$ cat src/rtl/bitmap_fetch_pkg.sv
// Shared definitions for the bitmap line fetcher.
// Holds the request FSM encoding, the read-command payload, the beat size,
// and the helpers that turn a frame geometry into beat and burst counts.
package bitmap_fetch_pkg;

  localparam int unsigned BYTES_PER_BEAT = 8;
  localparam int unsigned PIX_PER_BEAT   = 2;

  typedef enum logic [1:0] {
    IDLE  = 2'd0,
    CHECK = 2'd1,
    REQ   = 2'd2,
    DATA  = 2'd3
  } fetch_state_t;

  // Read command presented to the AXI read master
  typedef struct packed {
    logic [31:0] addr;
    logic [7:0]  len;
  } bde_cmd_t;

  // 64-bit beats needed for a frame of 32-bit pixels
  function automatic int unsigned frame_words(input int unsigned h_pixels,
                                              input int unsigned v_lines);
    return (h_pixels * v_lines) / PIX_PER_BEAT;
  endfunction

  // Read bursts needed for a frame
  function automatic int unsigned frame_bursts(input int unsigned words,
                                               input int unsigned burst_beats);
    return words / burst_beats;
  endfunction

endpackage

$ cat src/rtl/bde_fetch_fifo.sv
// Synchronous FIFO buffering read beats ahead of the pixel unpacker.
// Ports: clk, rst_n (sync active-low); wr_en/wr_data write side;
// rd_en pops the head word shown on rd_data_c (first-word fall-through);
// count is the registered occupancy; empty_c flags no data;
// wr_drop_c flags a write attempted while full (the beat is dropped).
module bde_fetch_fifo
  import bitmap_fetch_pkg::*;
#(
  parameter int unsigned DEPTH = 64,
  parameter int unsigned WIDTH = 64
) (
  input  logic                     clk,
  input  logic                     rst_n,
  input  logic                     wr_en,
  input  logic [WIDTH-1:0]         wr_data,
  input  logic                     rd_en,
  output logic [WIDTH-1:0]         rd_data_c,
  output logic [$clog2(DEPTH):0]   count,
  output logic                     empty_c,
  output logic                     wr_drop_c
);

  localparam int unsigned AW = $clog2(DEPTH);
  localparam int unsigned CW = AW + 1;

  logic [WIDTH-1:0] mem [DEPTH];
  logic [AW-1:0]    wr_ptr;
  logic [AW-1:0]    rd_ptr;
  logic             full_c;
  logic             wr_ok;
  logic             rd_ok;

  assign full_c    = (count == CW'(DEPTH));
  assign empty_c   = (count == '0);
  assign wr_ok     = wr_en && !full_c;
  assign rd_ok     = rd_en && !empty_c;
  assign wr_drop_c = wr_en && full_c;
  assign rd_data_c = mem[rd_ptr];

  // Storage array, no reset needed on data
  always_ff @(posedge clk) begin
    if (wr_ok) begin
      mem[wr_ptr] <= wr_data;
    end
  end

  // Pointers wrap naturally because DEPTH is a power of two
  always_ff @(posedge clk) begin
    if (!rst_n) begin
      wr_ptr <= '0;
      rd_ptr <= '0;
      count  <= '0;
    end else begin
      if (wr_ok) wr_ptr <= wr_ptr + AW'(1);
      if (rd_ok) rd_ptr <= rd_ptr + AW'(1);
      case ({wr_ok, rd_ok})
        2'b10:   count <= count + CW'(1);
        2'b01:   count <= count - CW'(1);
        default: count <= count;
      endcase
    end
  end

endmodule

$ cat src/rtl/bitmap_line_fetcher.sv
// Frame-buffer fetcher: reads a whole frame from memory in fixed-size
// bursts through a simple request/ack read master, buffers the beats and
// streams them out as 32-bit pixels (low half of each beat first).
// Ports: ACLK/ARESETN (sync active-low); start/frame_base begin a frame;
// busy/frame_done report progress; bde_* is the read-master interface;
// pix_data/pix_valid/pix_ready is the pixel stream; underflow is a sticky
// flag for a consumer that was ready while no pixel was available.
module bitmap_line_fetcher
  import bitmap_fetch_pkg::*;
#(
  parameter int unsigned H_PIXELS    = 800,
  parameter int unsigned V_LINES     = 600,
  parameter int unsigned BURST_BEATS = 16,
  parameter int unsigned FIFO_DEPTH  = 64
) (
  input  logic        ACLK,
  input  logic        ARESETN,
  input  logic        start,
  input  logic [31:0] frame_base,
  output logic        busy,
  output logic        frame_done,
  output logic        bde_req,
  input  logic        bde_ack,
  output logic [7:0]  bde_arlen,
  output logic [31:0] bde_address,
  input  logic [63:0] bde_data_in,
  input  logic        bde_data_valid,
  output logic [31:0] pix_data,
  output logic        pix_valid,
  input  logic        pix_ready,
  output logic        underflow
);

  localparam int unsigned WORDS       = frame_words(H_PIXELS, V_LINES);
  localparam int unsigned BURSTS      = frame_bursts(WORDS, BURST_BEATS);
  localparam int unsigned TOTAL_PIX   = H_PIXELS * V_LINES;
  localparam int unsigned BURST_BYTES = BURST_BEATS * BYTES_PER_BEAT;
  localparam int unsigned CNT_W       = $clog2(FIFO_DEPTH) + 1;
  localparam int unsigned BEAT_W      = 9;

  // Elaboration-time geometry checks
  if (BURST_BEATS < 1 || BURST_BEATS > 256) begin : g_bad_burst
    $error("BURST_BEATS must be in 1..256");
  end
  if (WORDS * PIX_PER_BEAT != TOTAL_PIX) begin : g_bad_words
    $error("H_PIXELS*V_LINES must be even");
  end
  if (BURSTS * BURST_BEATS != WORDS) begin : g_bad_bursts
    $error("frame words must be a multiple of BURST_BEATS");
  end
  if ((FIFO_DEPTH & (FIFO_DEPTH - 1)) != 0 || FIFO_DEPTH < 2 * BURST_BEATS) begin : g_bad_fifo
    $error("FIFO_DEPTH must be a power of two and >= 2*BURST_BEATS");
  end

  fetch_state_t       state;
  fetch_state_t       state_nxt;
  bde_cmd_t           cmd;
  logic [31:0]        burst_cnt;
  logic [BEAT_W-1:0]  beat_cnt;
  logic [BEAT_W-1:0]  discard_cnt;
  logic [BEAT_W-1:0]  stale_beats;
  logic [31:0]        pix_cnt;
  logic               half;
  logic               ovf_err;

  logic               start_ok;
  logic               beat_in;
  logic               discard_dec;
  logic               last_beat;
  logic               last_burst;
  logic               space_ok;
  logic [CNT_W-1:0]   fifo_count;
  logic [CNT_W-1:0]   fifo_free;
  logic [63:0]        fifo_head;
  logic               fifo_empty;
  logic               fifo_drop;
  logic               fifo_rd;
  logic               pix_load;
  logic               pix_hs;

  // A start coinciding with frame_done, or while the previous frame is
  // still draining, is ignored.
  assign start_ok    = start && (state == IDLE) && !busy && !frame_done;
  assign beat_in     = bde_data_valid && (discard_cnt == '0);
  assign discard_dec = bde_data_valid && (discard_cnt != '0);
  assign last_beat   = (state == DATA) && beat_in &&
                       (beat_cnt == BEAT_W'(BURST_BEATS - 1));
  assign last_burst  = (burst_cnt == 32'(BURSTS - 1));
  assign fifo_free   = CNT_W'(FIFO_DEPTH) - fifo_count;
  assign space_ok    = (fifo_free >= CNT_W'(BURST_BEATS)) && (discard_cnt == '0);

  assign bde_address = cmd.addr;
  assign bde_arlen   = cmd.len;

  // Next-state logic for the burst request FSM
  always_comb begin
    state_nxt = state;
    case (state)
      IDLE:    if (start_ok) state_nxt = CHECK;
      CHECK:   if (space_ok) state_nxt = REQ;
      REQ:     if (bde_ack)  state_nxt = DATA;
      DATA:    if (last_beat) state_nxt = last_burst ? IDLE : CHECK;
      default: state_nxt = IDLE;
    endcase
  end

  // Beats still owed by a burst that a reset interrupts; they must be
  // swallowed before the next request so they never reach the FIFO.
  always_comb begin
    stale_beats = discard_cnt - BEAT_W'(discard_dec);
    if (state == DATA) begin
      stale_beats = BEAT_W'(BURST_BEATS) - beat_cnt - BEAT_W'(bde_data_valid);
    end else if (state == REQ && bde_ack) begin
      stale_beats = BEAT_W'(BURST_BEATS);
    end
  end

  // Request side: FSM state, command registers, burst and beat counters.
  // The address advances as a burst completes, so it is already stable in
  // CHECK, one cycle before bde_req rises.
  always_ff @(posedge ACLK) begin
    if (!ARESETN) begin
      state       <= IDLE;
      bde_req     <= 1'b0;
      cmd         <= '0;
      burst_cnt   <= '0;
      beat_cnt    <= '0;
      discard_cnt <= stale_beats;
    end else begin
      state   <= state_nxt;
      bde_req <= (state_nxt == REQ);
      if (start_ok) begin
        cmd.addr  <= frame_base;
        cmd.len   <= 8'(BURST_BEATS - 1);
        burst_cnt <= '0;
      end else if (last_beat) begin
        cmd.addr  <= cmd.addr + 32'(BURST_BYTES);
        burst_cnt <= burst_cnt + 32'd1;
      end
      if (state == REQ && bde_ack) begin
        beat_cnt <= '0;
      end else if (state == DATA && beat_in) begin
        beat_cnt <= beat_cnt + BEAT_W'(1);
      end
      if (discard_dec) begin
        discard_cnt <= discard_cnt - BEAT_W'(1);
      end
    end
  end

  bde_fetch_fifo #(
    .DEPTH (FIFO_DEPTH),
    .WIDTH (64)
  ) u_fifo (
    .clk       (ACLK),
    .rst_n     (ARESETN),
    .wr_en     (beat_in),
    .wr_data   (bde_data_in),
    .rd_en     (fifo_rd),
    .rd_data_c (fifo_head),
    .count     (fifo_count),
    .empty_c   (fifo_empty),
    .wr_drop_c (fifo_drop)
  );

  // Output register loads whenever it is empty or being consumed; the FIFO
  // word is popped only after its upper pixel has been taken.
  assign pix_load = (!pix_valid || pix_ready) && !fifo_empty;
  assign fifo_rd  = pix_load && half;
  assign pix_hs   = pix_valid && pix_ready;

  // Pixel output stage
  always_ff @(posedge ACLK) begin
    if (!ARESETN) begin
      pix_valid <= 1'b0;
      pix_data  <= '0;
      half      <= 1'b0;
    end else if (pix_load) begin
      pix_valid <= 1'b1;
      pix_data  <= half ? fifo_head[63:32] : fifo_head[31:0];
      half      <= ~half;
    end else if (pix_ready) begin
      pix_valid <= 1'b0;
    end
  end

  // Frame progress, completion pulse and sticky error flags
  always_ff @(posedge ACLK) begin
    if (!ARESETN) begin
      busy       <= 1'b0;
      frame_done <= 1'b0;
      pix_cnt    <= '0;
      underflow  <= 1'b0;
      ovf_err    <= 1'b0;
    end else begin
      frame_done <= 1'b0;
      if (start_ok) begin
        busy      <= 1'b1;
        pix_cnt   <= '0;
        underflow <= 1'b0;
      end else begin
        if (pix_hs && busy) begin
          if (pix_cnt == 32'(TOTAL_PIX - 1)) begin
            busy       <= 1'b0;
            frame_done <= 1'b1;
            pix_cnt    <= '0;
          end else begin
            pix_cnt <= pix_cnt + 32'd1;
          end
        end
        if (pix_ready && !pix_valid && busy) begin
          underflow <= 1'b1;
        end
      end
      if (fifo_drop) begin
        ovf_err <= 1'b1;
      end
    end
  end

endmodule

$ cat config.mk
export PLATFORM = sky130hd
export DESIGN_NAME = bitmap_line_fetcher
export DESIGN_NICKNAME = d
export VERILOG_FILES = /design/src/rtl/bitmap_fetch_pkg.sv /design/src/rtl/bde_fetch_fifo.sv /design/src/rtl/bitmap_line_fetcher.sv
export SDC_FILE = /design/constraint.sdc
export NUM_CORES = 2
export LEC_CHECK = 0
export BUFFER_PORTS_ARGS = -buffer_cell sky130_fd_sc_hd__buf_2
export CAP_MARGIN = 10
export CORE_ASPECT_RATIO = 0.5
export CORE_MARGIN = 5
export CORE_UTILIZATION = 40
export CTS_CLUSTER_SIZE = 40
export DETAILED_ROUTE_END_ITERATION = 10
export PLACE_DENSITY = 0.53
export REMOVE_ABC_BUFFERS = 1
export SLEW_MARGIN = 15
export SYNTH_ARGS = -nofsm -noshare
export SYNTH_HDL_FRONTEND = slang
export SYNTH_SLANG_ARGS = --single-unit
$ cat constraint.sdc
create_clock -name ACLK -period 6.15 [get_ports ACLK]
set_input_delay 1.23 -clock ACLK [delete_from_list [all_inputs] [get_ports ACLK]]
set_output_delay 1.23 -clock ACLK [all_outputs]
set_load 0.005 [all_outputs]
==> metrics.txt <==
commonest cells after routing, fill and taps aside 4105 x edfxtp_1, 810 x mux4_2, 499 x mux2i_1; Via Count 85443; post-detailed-route count of antenna-violating nets 0; Final Hold Fails 0; Final nets 8614; post-synth top area share 0.749; RSZ-0062 raised after global routing false; final max-slew violation count 0; Max Clock Freq 0.197 GHz; power per cell area 307 nW/µm²; sequential power share 0.555; clk sink count 4276; GRT Util Overall 0.222; FFs w/ async S/R, synth 0; Post-synth EDFFs 4105; Post-route DRC 0; Remaining Overflow, GRT 0; CP startpoint kind flop; storage element area 127000 µm²; r2r startpoint discard_cnt[1]$_DFFE_PP_; routed length per instance 33.8 µm; Clock Path Buffers 4; slew margin rel. 0.135; Inserted Clock Buffers 390; Synth Instances 8023; biggest area consumer among synthesized cells edfxtp_1; r2r endpoint u_fifo.mem[48][26]$_DFFE_PP_; TritonCTS clock tree yes; Switching Share 0.202; First-pass DRT Iterations 6; Finished Core Util 0.458; first-pass GRT wire length 671000 µm; number of synthesis warnings 0; Setup TNS 0 ns; Critical Path Sink u_fifo.mem[48][26]$_DFFE_PP_; die height 463 µm; CP required 6.74 ns; setup slack, reg-to-reg 1.09 ns; largest net degree at the start of global routing 90; Post CTS Setup Buffer Count 0; FF+latch count, synth 4276; fin crit share 0.823; CP Class flop to flop; routability cong. 0.816; Worst Skew 0.0894 ns; multi-input combinational cell area 36200 µm²; fin crit period 5.06 ns; vias in the first global route 83011; Die Width 917 µm; commonest non-fill, non-tap cell in the layout edfxtp_1; Rows 166; Core ar. 409000 µm²; hold buffers post-CTS 0; dominant cells by area after synthesis edfxtp_1 75%, mux4_2 11%, mux2i_1 3.0%, dfxtp_1 2.1%, a22oi_1 0.89%; clock power share 0.433; initial antenna violation count 38; I/O pin total 179; Resized Gates After CTS 0; P_sw 0.0116 W; Critical Path Fanout Max 16; Placed Instances 13550; HPWL Detailed 283000 µm; Hold Path Class flop to flop; DRT iter0 DRCs 10854; Worst path slowest cell nor2_4; worst slew pin tran 1.29 ns; CP max stage delay 0.78 ns; Worst setup startpoint discard_cnt[1]$_DFFE_PP_; critical path arrival 5.65 ns; Mean Syn Cell Area 20.5 µm²; worst vdd ir 243 µV; hold slack 0.453 ns; final non-filler cell total 14276; fillcell total 34160; root buffer cell clkbuf_16; fin area 188000 µm²; crit path capture type flop; Main synth FF type edfxtp_1; Die Area 425000 µm²; total wire length after detailed routing 482000 µm; # H-tree levels 5; max cap viols 0; Leakage 55.6 nW; Starting Density 0.402; final setup vio count 0; routed vias/inst 5.99; layout cells sized above 1 0.233; internal power 0.0460 W; Logic pwr share 0.013; post-synthesis sequential area ratio 0.770; worst skew pair latency 0.96 ns; status complete, no violations; reg2reg path depth 11; Cell Area, Placed 175000 µm²; CTS clk-pin slew, worst paths 0.06 ns; crit-path cells inv_1, ha_1, or4b_1, nor3_1, and2_1, buf_4, inv_1, nor2_1, nand2_1, nor2_4, buf_4; Layout area overhead 14.0%; Cell Area, Synth 165000 µm²; Buffers on Ports 174; number of library cell types mapped by synthesis 78
## critical path: cells and delay by family (launching register included)
| family | cells | cell delay [ns] |
|---|---|---|
| adder cells (fa/ha/maj) | 1 | 0.18 |
| buffers and inverters | 4 | 1.14 |
| flip-flops | 1 | 0.49 |
| AND/OR/NAND/NOR | 6 | 2.89 |
## layer usage
metal / GRT usage / part of all wire
met1: 0.344 / 0.45
met2: 0.330 / 0.44
met3: 0.0360 / 0.083
met4: 0.0493 / 0.024
met5: 0 / 0.000068
## logic make-up (layout without fill, tap and decap cells)
| family | Yosys count | after routing | synth area share |
|---|---|---|---|
| AO/OA/AOI/OAI | 976 | 976 | 0.0418 |
| other | 1 | 14 | 0.0000228 |
| adder cells (fa/ha/maj) | 28 | 28 | 0.00213 |
| flip-flops | 4276 | 4276 | 0.770 |
| multiplexers | 1311 | 1311 | 0.141 |
| AND/OR/NAND/NOR | 822 | 822 | 0.0252 |
| buffers and inverters | 504 | 1284 | 0.0139 |
| XOR/XNOR | 105 | 105 | 0.00559 |
## worst min path at each step
stage	start	cells past startpoint	slack, ns	to
3_5_place_dp	bde_address[3]$_SDFFE_PN0P_	2	0.45	bde_address[3]$_SDFFE_PN0P_
2_1_floorplan	burst_cnt[1]$_SDFFE_PP0P_	2	0.45	burst_cnt[1]$_SDFFE_PP0P_
3_3_place_gp	bde_address[4]$_SDFFE_PN0P_	2	0.44	bde_address[4]$_SDFFE_PN0P_
4_1_cts	bde_address[3]$_SDFFE_PN0P_	2	0.46	bde_address[3]$_SDFFE_PN0P_
5_1_grt	bde_address[3]$_SDFFE_PN0P_	2	0.50	bde_address[3]$_SDFFE_PN0P_
6_report	bde_address[3]$_SDFFE_PN0P_	2	0.45	bde_address[3]$_SDFFE_PN0P_
## stage by stage
step / total power (W) / worst slack, ns
after floorplan: 0.0327 / -41.95
after global placement: 0.0333 / 0.722
after detailed placement: 0.0334 / 1.01
after CTS: 0.0581 / 1.16
after global routing: 0.0594 / 0.919
final: 0.0576 / 1.09
## cell type report
class | count | area share
antenna | 10 | 0.000133
timing repair buffer | 535 | 0.0257
tap | 5460 | 0.0364
clock buffer | 485 | 0.0554
sequential | 4276 | 0.676
multi-input combinational | 3246 | 0.193
clock inverter | 229 | 0.0131
inverter | 35 | 0.000714
## cell usage after synthesis, types with 25 or more instances
library cell and n:
edfxtp_1 4105, mux4_2 810, mux2i_1 499, clkbuf_1 237, nor2_1 234, a22oi_1 196
dfxtp_1 171, nand2_1 168, a21oi_1 160, o221ai_1 141, o22ai_1 125, buf_2 116
o21ai_0 100, nand3_1 88, nor3_1 67, buf_4 63, xnor2_1 60, nand4_1 56
buf_1 51, a221oi_1 50, o211ai_1 45, xor2_1 45, inv_1 34, and2_1 31
ha_1 28, a211oi_1 27, nor2b_1 25, nor3b_1 25
## power groups by stage
stage / combinational, W / clock (W) / sequential (W)
after floorplan: 0.000131 / 0 / 0.0326
after global placement: 0.000731 / 0 / 0.0326
after detailed placement: 0.000754 / 0 / 0.0326
after CTS: 0.000752 / 0.0254 / 0.0320
after global routing: 0.000806 / 0.0267 / 0.0319
final: 0.000735 / 0.0249 / 0.0320
## flip-flops by register name, indices dropped and copies added (netlist names), named ones only
name	flops
u_fifo.count	7
bde_req	1
beat_cnt	9
discard_cnt	9
half	1
busy	1
burst_cnt	32
u_fifo.mem	4096
pix_cnt	32
underflow	1
bde_address	32
pix_data	32
pix_valid	1
state	2
frame_done	1
bde_arlen	1
u_fifo.rd_ptr	6
u_fifo.wr_ptr	6
Power figures use the tool's default switching activity.
